--- src/rtl/if_stage_pkg.sv ---
// Shared definitions for the instruction-fetch stage.
//   RESET_PC_DEF / IM_BASE_DEF / IM_WORDS_DEF : default parameter values
//   NOP_WORD                                  : bubble / faulted-fetch word
//   redir_state_e                             : redirect FSM states
package if_stage_pkg;

  localparam logic [31:0] RESET_PC_DEF = 32'h0000_3000;
  localparam logic [31:0] IM_BASE_DEF  = 32'h0000_3000;
  localparam int unsigned IM_WORDS_DEF = 4096;
  localparam logic [31:0] NOP_WORD     = 32'h0000_0000;

  typedef enum logic {
    NORMAL  = 1'b0,
    PENDING = 1'b1
  } redir_state_e;

endpackage

--- src/rtl/if_id_reg.sv ---
// IF/ID pipeline register.
//   clk, reset        : clock, asynchronous active-high reset
//   stall, flush      : hold / bubble controls (flush has priority)
//   pc_p0, instr_p0,
//   fault_p0          : fetch-side PC, word (already nop'd on fault), fault bit
//   id_*              : registered decode-side view
module if_id_reg
  import if_stage_pkg::*;
#(
  parameter logic [31:0] RESET_PC = RESET_PC_DEF
) (
  input  logic        clk,
  input  logic        reset,
  input  logic        stall,
  input  logic        flush,
  input  logic [31:0] pc_p0,
  input  logic [31:0] instr_p0,
  input  logic        fault_p0,
  output logic [31:0] id_instr,
  output logic [31:0] id_pc,
  output logic [31:0] id_pc8,
  output logic        id_valid,
  output logic        id_fetch_fault
);

  // IF -> ID boundary
  always_ff @(posedge clk or posedge reset) begin
    if (reset) begin
      id_instr       <= NOP_WORD;
      id_pc          <= RESET_PC;
      id_pc8         <= RESET_PC + 32'd8;
      id_valid       <= 1'b0;
      id_fetch_fault <= 1'b0;
    end else if (flush) begin
      // Bubble still records the PC so the link address stays meaningful.
      id_instr       <= NOP_WORD;
      id_pc          <= pc_p0;
      id_pc8         <= pc_p0 + 32'd8;
      id_valid       <= 1'b0;
      id_fetch_fault <= 1'b0;
    end else if (!stall) begin
      id_instr       <= instr_p0;
      id_pc          <= pc_p0;
      id_pc8         <= pc_p0 + 32'd8;
      id_valid       <= 1'b1;
      id_fetch_fault <= fault_p0;
    end
  end

endmodule

--- src/rtl/if_stage.sv ---
// Pipelined instruction-fetch stage.
//   clk, reset              : clock, asynchronous active-high reset
//   stall                   : freeze PC and IF/ID (hazard unit)
//   flush                   : turn this edge's IF/ID capture into a bubble
//   redirect_en/redirect_pc : taken branch/jump from ID
//   imem_addr / imem_rdata  : instruction ROM address / combinational data
//   id_*                    : IF/ID register outputs
// A redirect seen while stalled is parked in pending_pc and applied on the
// first unstalled edge, so it is never dropped.
module if_stage
  import if_stage_pkg::*;
#(
  parameter logic [31:0] RESET_PC = RESET_PC_DEF,
  parameter logic [31:0] IM_BASE  = IM_BASE_DEF,
  parameter int unsigned IM_WORDS = IM_WORDS_DEF
) (
  input  logic        clk,
  input  logic        reset,
  input  logic        stall,
  input  logic        flush,
  input  logic        redirect_en,
  input  logic [31:0] redirect_pc,
  output logic [31:0] imem_addr,
  input  logic [31:0] imem_rdata,
  output logic [31:0] id_instr,
  output logic [31:0] id_pc,
  output logic [31:0] id_pc8,
  output logic        id_valid,
  output logic        id_fetch_fault
);

  // Upper bound computed in 33 bits so a ROM ending at 2^32 cannot wrap.
  localparam logic [32:0] IM_SPAN  = 33'(IM_WORDS) << 2;
  localparam logic [32:0] IM_LIMIT = {1'b0, IM_BASE} + IM_SPAN;

  logic [31:0]  pc_p0, pc_nxt;
  logic [31:0]  pending_pc, pending_pc_nxt;
  redir_state_e state, state_nxt;
  logic         fault_p0;
  logic [31:0]  instr_p0;

  function automatic logic fetch_fault(input logic [31:0] pc);
    return (pc[1:0] != 2'b00) || (pc < IM_BASE) || ({1'b0, pc} >= IM_LIMIT);
  endfunction

  assign imem_addr = pc_p0;
  assign fault_p0  = fetch_fault(pc_p0);
  assign instr_p0  = fault_p0 ? NOP_WORD : imem_rdata;

  // PC / redirect FSM state
  always_ff @(posedge clk or posedge reset) begin
    if (reset) begin
      pc_p0      <= RESET_PC;
      pending_pc <= 32'd0;
      state      <= NORMAL;
    end else begin
      pc_p0      <= pc_nxt;
      pending_pc <= pending_pc_nxt;
      state      <= state_nxt;
    end
  end

  always_comb begin
    pc_nxt         = pc_p0;
    pending_pc_nxt = pending_pc;
    state_nxt      = state;
    case (state)
      NORMAL: begin
        if (!stall) begin
          pc_nxt = redirect_en ? redirect_pc : pc_p0 + 32'd4;
        end else if (redirect_en) begin
          pending_pc_nxt = redirect_pc;
          state_nxt      = PENDING;
        end
      end
      PENDING: begin
        if (stall) begin
          if (redirect_en) pending_pc_nxt = redirect_pc;
        end else begin
          // A fresh redirect is younger than the parked one, so it wins.
          pc_nxt    = redirect_en ? redirect_pc : pending_pc;
          state_nxt = NORMAL;
        end
      end
      default: state_nxt = NORMAL;
    endcase
  end

  if_id_reg #(
    .RESET_PC(RESET_PC)
  ) u_if_id_reg (
    .clk           (clk),
    .reset         (reset),
    .stall         (stall),
    .flush         (flush),
    .pc_p0         (pc_p0),
    .instr_p0      (instr_p0),
    .fault_p0      (fault_p0),
    .id_instr      (id_instr),
    .id_pc         (id_pc),
    .id_pc8        (id_pc8),
    .id_valid      (id_valid),
    .id_fetch_fault(id_fetch_fault)
  );

endmodule

--- config.mk ---
export PLATFORM = sky130hd
export DESIGN_NAME = if_stage
export DESIGN_NICKNAME = d
export VERILOG_FILES = /design/src/rtl/if_stage_pkg.sv /design/src/rtl/if_id_reg.sv /design/src/rtl/if_stage.sv
export SDC_FILE = /design/constraint.sdc
export NUM_CORES = 1
export LEC_CHECK = 0
export CAP_MARGIN = 20
export CORE_MARGIN = 5
export CORE_UTILIZATION = 45
export CTS_CLUSTER_DIAMETER = 150
export CTS_CLUSTER_SIZE = 40
export DETAILED_ROUTE_END_ITERATION = 12
export PLACE_DENSITY = 0.73
export SKIP_CTS_REPAIR_TIMING = 1
export SLEW_MARGIN = 20
export SYNTH_ARGS = -nofsm -noshare
export SYNTH_HDL_FRONTEND = slang
export SYNTH_SLANG_ARGS = --single-unit
--- constraint.sdc ---
create_clock -name clk -period 7.7 [get_ports clk]
set_clock_uncertainty 0.1 [all_clocks]
set_input_delay 1.54 -clock clk [delete_from_list [all_inputs] [get_ports clk]]
set_output_delay 1.54 -clock clk [all_outputs]
set_load 0.02 [all_outputs]
==> flow_summary_export.csv, run 1 <==
group,metric,value,unit
run_status,status,"complete, no violations",
clock_network,cts_buffers,17,
clock_network,cts_tree,"built",
place,place_hpwl,17.7,mm
global_route,track_usage,23.9,%
timing,rsz0062_at_grt,"no",
clock_network,root_buffer,"clkbuf_16",
routing,detail-route-antenna-nets,0,
synth,yosys_register_bits,160,
routing,firstDrtPassIters,6,
clock_network,cts_sinks,160,
routing,drc,0,
worst_hold_path,min-delay-start,"u_if_id_reg.id_pc[13]$_DFFE_PP1P_",
routing,dr_total_vias,7689,
routing,wl_per_cell,19.6,microns
pwr,p_per_area,240,mW/mm^2
cells_and_area,final.fill_count,1511,
clock_network,clk_latency,430,ps
cells_and_area,area.growth.synth_to_final,31.4,%
job,drv_cap,0,
cells_and_area,seqCellArea,0.00401,sq mm
routing,routed_wirelength,25.7,mm
critical_path,cp.required,7950,ps
floorplanning,die-height,146,microns
timing,layout_min_cycle_time,3750,ps
worst_hold_path,holdPathStages,2,
critical_path,cp-end-kind,"flip-flop",
global_route,antenna_found_initial,0,
timing,finalSetupTns,0,ps
cells_and_area,instances_no_fill,1314,
cells_and_area,multiInputGateArea,0.00375,sq mm
critical_path,max_stage_delay,610,ps
synth,ys_seq_area_share,48.3,%
critical_path,critPathMaxFanout,42,
floorplanning,die_area,0.0213,sq mm
timing,finalMaxSlewViolations,0,
pwr,p_total,2.62,mW
global_route,grt_start_max_net_pins,102,
synth,async_flop_share,100,%
clock_network,cts_max_path_buffers,2,
cells_and_area,finish.utilization,60.3,%
synth,syn_area_per_cell,8.88,sq um
timing,fmax,267,MHz
routing,viasPerCell,5.85,
cells_and_area,final_area,0.0109,sq mm
place,placed_cell_area,0.0103,sq mm
worst_hold_path,hp-class,"reg2reg",
critical_path,startpoint_type,"primary input",
place,port_buffers,198,
critical_path,rrSetupSlack,4600,ps
floorplanning,coreArea,0.0181,sq mm
floorplanning,die_width,146,microns
place,gp_congestion,0.873,
synth,synth_edf_count,0,
synth,synthTopCellsByArea,"dfrtp_1, nand2_1, mux2_2",
timing,finalCritPeriodShare,48.7,%
global_route,grt_pass1_vias,7363,
critical_path,crit_slowest_cell,"or4_1",
critical_path,r2r_start,"imem_addr[3]$_DFFE_PP0P_",
synth,ys_types,60,
cells_and_area,antennaDiodeCount,0,
floorplanning,ios,199,
routing,drt-initial-drc-count,771,
synth,ys.flop_type,"dfrtp_1",
timing,holdWs,359,ps
floorplanning,start_util,45.9,%
global_route,grt-ovfl-total,0,
critical_path,critical_path_class,"in2reg",
synth,synth_top_area_share,46.1,%
clock_network,clkTransAtPathRegs,60,ps
pwr,ir_drop,0.178,mV
worst_hold_path,worstHoldEndpoint,"u_if_id_reg.id_pc[13]$_DFFE_PP1P_",
synth,synthesis.nets,1007,
critical_path,reg2reg_to,"u_if_id_reg.id_pc8[23]$_DFFE_PP0P_",
cells_and_area,final_nets,1144,
pwr,leakagePower,4.39,nW
timing,worst_pin_slew,1040,ps
timing,max_slew_margin,30.1,%
critical_path,r2r_cells,5,
global_route,grt_pass1_wl,41.0,mm
synth,synth.largest_area_cell,"dfrtp_1",
timing,fin_ws,3950,ps
critical_path,crit_chain,"clkdlybuf4s50_1 -> buf_4 -> nand2b_1 -> buf_4 -> nand3_1 -> or4_1 -> o211ai_1",
place,dp_slack,3540,ps
critical_path,cp.arrival,4000,ps
timing,setup_violations,0,
floorplanning,num_rows,49,
critical_path,crit_top_cell,"buf_4",
cells_and_area,drive_gt1_share,8.76,%
timing,hold_viol,0,
clock_network,h-tree-depth,4,
synth,yosysWarnings,0,
synth,syn_inst,935,
place,placed_cells_incl_taps,1282,
synth,syn_area,0.00830,sq mm
==> power by group <==
group	internal, mW	total, mW	switching, mW
Clock	0.564	0.921	0.356
Combinational	0.277	0.599	0.322
Sequential	0.953	1.10	0.146
==> Yosys cell counts (all sizes together) (11+ instances only) <==
cell	n
nor3	21
buf	27
o21ai	58
mux2	34
nor2	30
nand3	26
inv	45
dfrtp	153
a31oi	11
nor4	20
or4	43
nand4	23
nand2	179
clkbuf	62
a21oi	65
o211ai	13
==> worst max-delay path, delay by kind of cell <==
| family | cells | cell delay (ps) |
|---|---|---|
| AOI/OAI and AO/OA | 1 | 100 |
| and+or+nand+nor | 3 | 1160 |
| buffers and inverters | 3 | 1180 |
==> cell families after synthesis <==
family          after synthesis  share of synthesized area [%]
compound gates              204                           14.9
simple gates                384                           23.4
buf+inv                     135                           6.60
flops                       160                           48.3
mux                          41                           5.46
xor+xnor                      8                          0.844
fa+ha+maj                     3                          0.452
==> area by class of cell <==
type / instances / share of cell area (%)
Sequential cell: 160 / 36.8
Multi-Input combinational cell: 640 / 34.4
Timing Repair Buffer: 207 / 18.7
Clock buffer: 21 / 4.22
Tap cell: 229 / 2.63
Clock inverter: 11 / 1.64
Inverter: 46 / 1.63
==> worst max path at each step <==
stage,end,slack [ps],from
2_1_floorplan,imem_addr[0]$_DFFE_PP0P_,1750,reset
3_3_place_gp,u_if_id_reg.id_pc8[22]$_DFFE_PP0P_,3580,flush
3_5_place_dp,u_if_id_reg.id_pc8[22]$_DFFE_PP0P_,3540,flush
4_1_cts,u_if_id_reg.id_pc8[22]$_DFFE_PP0P_,3970,flush
5_1_grt,u_if_id_reg.id_pc8[18]$_DFFE_PP0P_,3770,flush
6_report,u_if_id_reg.id_pc8[22]$_DFFE_PP0P_,3950,flush
==> layer usage <==
metal,vias up,GRT usage (%),wire length (microns)
li1,3590,-,-
met1,3676,34.1,11300
met2,370,36.3,11700
met3,53,5.05,2070
met4,0,8.26,673
met5,-,0,0
==> placed cells by master (no fill, tap or decap), drive strengths merged, types with 13 or more instances in the layout <==
| cell type | netlist | routed |
|---|---|---|
| nor4 | 20 | 20 |
| mux2 | 34 | 34 |
| inv | 45 | 48 |
| o211ai | 13 | 13 |
| or4 | 43 | 43 |
| nand3 | 26 | 26 |
| nor3 | 21 | 21 |
| dfrtp | 153 | 153 |
| nand4 | 23 | 23 |
| clkbuf | 62 | 21 |
| nand2 | 179 | 179 |
| clkdlybuf4s50 | 0 | 196 |
| o21ai | 58 | 58 |
| nor2 | 30 | 30 |
| a21oi | 65 | 65 |
==> registers in the layout, indices dropped and copies added (netlist names) <==
signal / flops
u_if_id_reg.id_pc8: 32
state: 1
u_if_id_reg.id_fetch_fault: 1
pending_pc: 32
u_if_id_reg.id_valid: 1
u_if_id_reg.id_instr: 32
u_if_id_reg.id_pc: 29
imem_addr: 32
Note: power is estimated with default switching activity, not from simulation.
==> run 2, diff against run 1 <==
==> constraint.sdc (replaced) <==
create_clock -name clk -period 3.9 [get_ports clk]
set_clock_uncertainty 0.1 [all_clocks]
set_input_delay 0.78 -clock clk [delete_from_list [all_inputs] [get_ports clk]]
set_output_delay 0.78 -clock clk [all_outputs]
set_load 0.02 [all_outputs]
==> flow_summary_export.csv, run 2 (synthesized netlist as in run 1, its figures left out) <==
group,metric,value,unit
pwr,ir_drop,0.320,mV
timing,fmax,332,MHz
pwr,power_switching,1.62,mW
critical_path,critPathMaxFanout,11,
place,gp_congestion,0.869,
pwr,switching_share,32.3,%
global_route,grt_pass1_vias,7197,
routing,routed_wirelength,25.5,mm
global_route,antenna_found_initial,0,
clock_network,cts_tree,"built",
pwr,combinationalPowerShare,23.6,%
cells_and_area,multiInputGateArea,0.00375,sq mm
floorplanning,ios,199,
floorplanning,die_area,0.0213,sq mm
job,drv_cap,0,
pwr,internal_power,3.40,mW
cells_and_area,area.growth.synth_to_final,31.5,%
timing,finalCritPeriodShare,77.2,%
cells_and_area,final_cell_mix,"clkdlybuf4s50_1, nand2_1, dfrtp_1",
global_route,grt_pass1_wl,41.0,mm
timing,rsz0062_at_grt,"no",
clock_network,cts_sinks,160,
floorplanning,die-height,146,microns
clock_network,cts_buffers,17,
cells_and_area,final_nets,1148,
cells_and_area,antennaDiodeCount,0,
clock_network,clk_latency,430,ps
cells_and_area,final_area,0.0109,sq mm
timing,max_slew_margin,27.4,%
routing,viasPerCell,5.80,
pwr,p_total,5.02,mW
timing,finalMaxSlewViolations,0,
routing,detail-route-antenna-nets,0,
critical_path,cp.required,4160,ps
place,place_hpwl,17.7,mm
pwr,seqPwrFrac,43.1,%
clock_network,h-tree-depth,4,
place,placed_cell_area,0.0103,sq mm
run_status,status,"complete, no violations",
global_route,grt_start_max_net_pins,106,
critical_path,cp.arrival,3270,ps
cells_and_area,finish.utilization,60.4,%
timing,hold_viol,0,
routing,wl_per_cell,19.3,microns
timing,finalSetupTns,0,ps
floorplanning,num_rows,49,
routing,drt-initial-drc-count,804,
global_route,track_usage,23.7,%
clock_network,root_buffer,"clkbuf_16",
pwr,clkPwrFrac,33.3,%
timing,holdWs,357,ps
critical_path,critical_path_class,"reg2reg",
timing,worst_pin_slew,1080,ps
cells_and_area,final_common_cell,"clkdlybuf4s50_1",
clock_network,clkTransAtPathRegs,60,ps
floorplanning,coreArea,0.0181,sq mm
timing,setup_violations,0,
routing,firstDrtPassIters,5,
cells_and_area,seqCellArea,0.00401,sq mm
timing,layout_min_cycle_time,3010,ps
pwr,p_per_area,460,mW/mm^2
floorplanning,start_util,45.9,%
clock_network,cts_max_path_buffers,2,
pwr,leakagePower,4.38,nW
cells_and_area,drive_gt1_share,9.00,%
routing,drc,0,
global_route,grt-ovfl-total,0,
critical_path,cp-end-kind,"flip-flop",
cells_and_area,final.fill_count,1568,
routing,dr_total_vias,7648,
place,port_buffers,198,
worst_hold_path,hp-class,"reg2reg",
floorplanning,die_width,146,microns
critical_path,startpoint_type,"flip-flop",
[run 2: cell count changes in the layout (fill, tap and decap cells not counted), sizes merged]
cell | previous run | this run
inv | 48 | 45
bufinv | 4 | 2
clkbuf | 21 | 20
clkinv | 3 | 4
clkinvlp | 2 | 7
buf | 11 | 15
[run 2: path summary, 6_finish.rpt]
check	startpoint	to	slack [ps]	cells past startpoint
setup / recovery	imem_addr[3]$_DFFE_PP0P_	u_if_id_reg.id_pc8[23]$_DFFE_PP0P_	890	5
hold / removal	u_if_id_reg.id_pc[13]$_DFFE_PP1P_	u_if_id_reg.id_pc[13]$_DFFE_PP1P_	360	2
setup reg to reg	imem_addr[3]$_DFFE_PP0P_	u_if_id_reg.id_pc8[23]$_DFFE_PP0P_	890	5
hold reg to reg	u_if_id_reg.id_pc[13]$_DFFE_PP1P_	u_if_id_reg.id_pc[13]$_DFFE_PP1P_	360	2
max in group asynchronous	reset	u_if_id_reg.id_pc[29]$_DFFE_PP0P_	2440	3
min in group asynchronous	reset	pending_pc[2]$_DFFE_PP0P_	700	3
[run 2: final cells by class]
| type | instances | share of cell area [%] |
|---|---|---|
| flip-flops and latches | 160 | 36.8 |
| multi-input cells | 640 | 34.3 |
| inverters | 46 | 1.62 |
| well taps | 229 | 2.62 |
| clock inverters | 12 | 1.25 |
| clock buffers | 20 | 4.09 |
| repair buffers | 211 | 19.3 |
[run 2: stage by stage]
step	setup slack [ps]	std cells
after global routing	770	1318
after floorplan	997	935
after detailed placement	810	1286
final	888	1318
after global placement	861	1286
after CTS	932	1318
[run 2: per-layer routing]
metal	wire [microns]	share of wire (%)	GRT usage, %
met5	0	0	0
met4	780	3.1	8.69
met3	2070	8.1	6.20
met2	11500	45	35.3
met1	11100	44	33.4
[run 2: power groups by stage]
stage	Clock [mW]	Sequential (mW)	Combinational, mW
5_1_grt	1.76	2.20	1.28
3_3_place_gp	0	2.18	1.17
6_report	1.67	2.17	1.18
4_1_cts	1.69	2.16	1.19
3_5_place_dp	0	2.19	1.19
2_1_floorplan	0	2.25	0.517
[run 2: critical path: stages, from the launching register on]
cell,delay [ps]
dfrtp_1,640
ha_1,390
nand3_1,430
or4_1,780
or4_1,520
nand3_1,80
==> RTL edit: new RTL, flow settings as in run 1 <==
Register the output `id_fetch_fault`; this adds one clock of latency there. The other outputs are not delayed to match.
--- a/src/rtl/if_stage.sv
+++ b/src/rtl/if_stage.sv
@@ -32,6 +32,8 @@
   // Upper bound computed in 33 bits so a ROM ending at 2^32 cannot wrap.
   localparam logic [32:0] IM_SPAN  = 33'(IM_WORDS) << 2;
   localparam logic [32:0] IM_LIMIT = {1'b0, IM_BASE} + IM_SPAN;
+
+  logic id_fetch_fault_d;
 
   logic [31:0]  pc_p0, pc_nxt;
   logic [31:0]  pending_pc, pending_pc_nxt;
@@ -100,8 +102,12 @@
     .id_pc         (id_pc),
     .id_pc8        (id_pc8),
     .id_valid      (id_valid),
-    .id_fetch_fault(id_fetch_fault)
+    .id_fetch_fault(id_fetch_fault_d)
   );
+
+  always_ff @(posedge clk) begin
+    id_fetch_fault <= id_fetch_fault_d;
+  end
 
 endmodule
 
Behaviour: not the same (Yosys sat finds a counterexample within 4 cycles, from zero or initial values and one cycle with reset high).
==> RTL edit against run 1 <==
Combinational power is essentially flat; maximum frequency shrank 2.3%; synthesized area up 0.24%; cell area is 0.10% higher; sequential cell count is 1 higher; count of clock-buffer cells in the layout fell by 3; largest power group unchanged; setup slack lost 0.088 ns; total power is 2.3% lower; wire length is 0.73% higher.
==> RTL edit: results <==
[global_route]
grt_pass1_vias = 7413
grt.total_usage = 0.242
use_met2 = 0.365
met3_usage = 0.0610
grt_pass1_wl_um = 41600

[finish]
drive_above_1_share = 0.0910
fin_cells = 1317
fin_nets = 1147
fillerInstances = 1523

[routing]
routed_wl_um = 25900
firstDrtPassIters = 5
via_per_inst = 5.85

[min_path]
hold_path_end = id_fetch_fault$_DFF_P_
hp-start = u_if_id_reg.id_fetch_fault$_DFFE_PP0P_

[logic_synthesis]
synth_compound_area_frac = 0.149
synth_fa_ha_area_frac = 0.00451
async_flop_share = 0.994
synth.area.mux_share = 0.0544
yosysSeqAreaShare = 0.485
synth-xor-area-share = 0.00842
syn_avg_cell_area_um2 = 8.89
synth.net_count = 1008
ys_types = 61

[worst_setup_path]
crit_path_top_delay_cell = nor4_1
rrSetupSlack_ns = 4.69
critPathMaxStageDelay_ns = 0.49

[placed_design]
gp_congestion = 0.886
place_hpwl_um = 18100
dp.cells = 1284
place_area_um2 = 10300
place_ws_ns = 3.49

[run_status]
status = finished, final reports clean

[sta]
hold_slack_ns = 0.268
## RTL edit: changes by cell type in the layout (fill, tap and decap cells not counted), moves of 2 or more
| cell | run 1 | this run |
|---|---|---|
| clkinv_4 | 2 | 4 |
| clkbuf_1 | 2 | 0 |
| clkinv_2 | 0 | 2 |
| bufinv_16 | 4 | 2 |
## RTL edit: final cells by class
| class | count | area (µm²) | share of cell area |
|---|---|---|---|
| Clock buffer | 18 | 439 | 0.0402 |
| Clock inverter | 14 | 154 | 0.0141 |
| Inverter | 46 | 178 | 0.0163 |
| Multi-Input combinational cell | 640 | 3750 | 0.344 |
| Sequential cell | 161 | 4030 | 0.369 |
| Tap cell | 229 | 287 | 0.0262 |
| Timing Repair Buffer | 209 | 2080 | 0.190 |
## RTL edit: worst max path at each step
stage               start  cells after the start  slack (ns)                            endpoint
finish              flush                      7        3.86  u_if_id_reg.id_pc8[20]$_DFFE_PP0P_
global route        flush                      7        3.74  u_if_id_reg.id_pc8[20]$_DFFE_PP0P_
CTS                 flush                      7        3.89  u_if_id_reg.id_pc8[20]$_DFFE_PP0P_
detailed placement  flush                      7        3.49  u_if_id_reg.id_pc8[22]$_DFFE_PP0P_
global placement    flush                      7        3.57  u_if_id_reg.id_pc8[22]$_DFFE_PP0P_
floorplan           reset                      1        1.75            imem_addr[0]$_DFFE_PP0P_
## RTL edit: report_power, final
part	switching, mW	leakage, nW	total (mW)	internal (mW)
sequential	0.148	1.99	1.11	0.958
combinational	0.322	2.12	0.601	0.279
clock	0.361	0.284	0.851	0.490
total	0.831	4.40	2.56	1.73
## RTL edit: per-layer routing
metal  vias up  share of wire
met1      3699           0.43
li1       3594              -
met3        52          0.084
met5         -              0
met4         0          0.030
met2       362           0.45
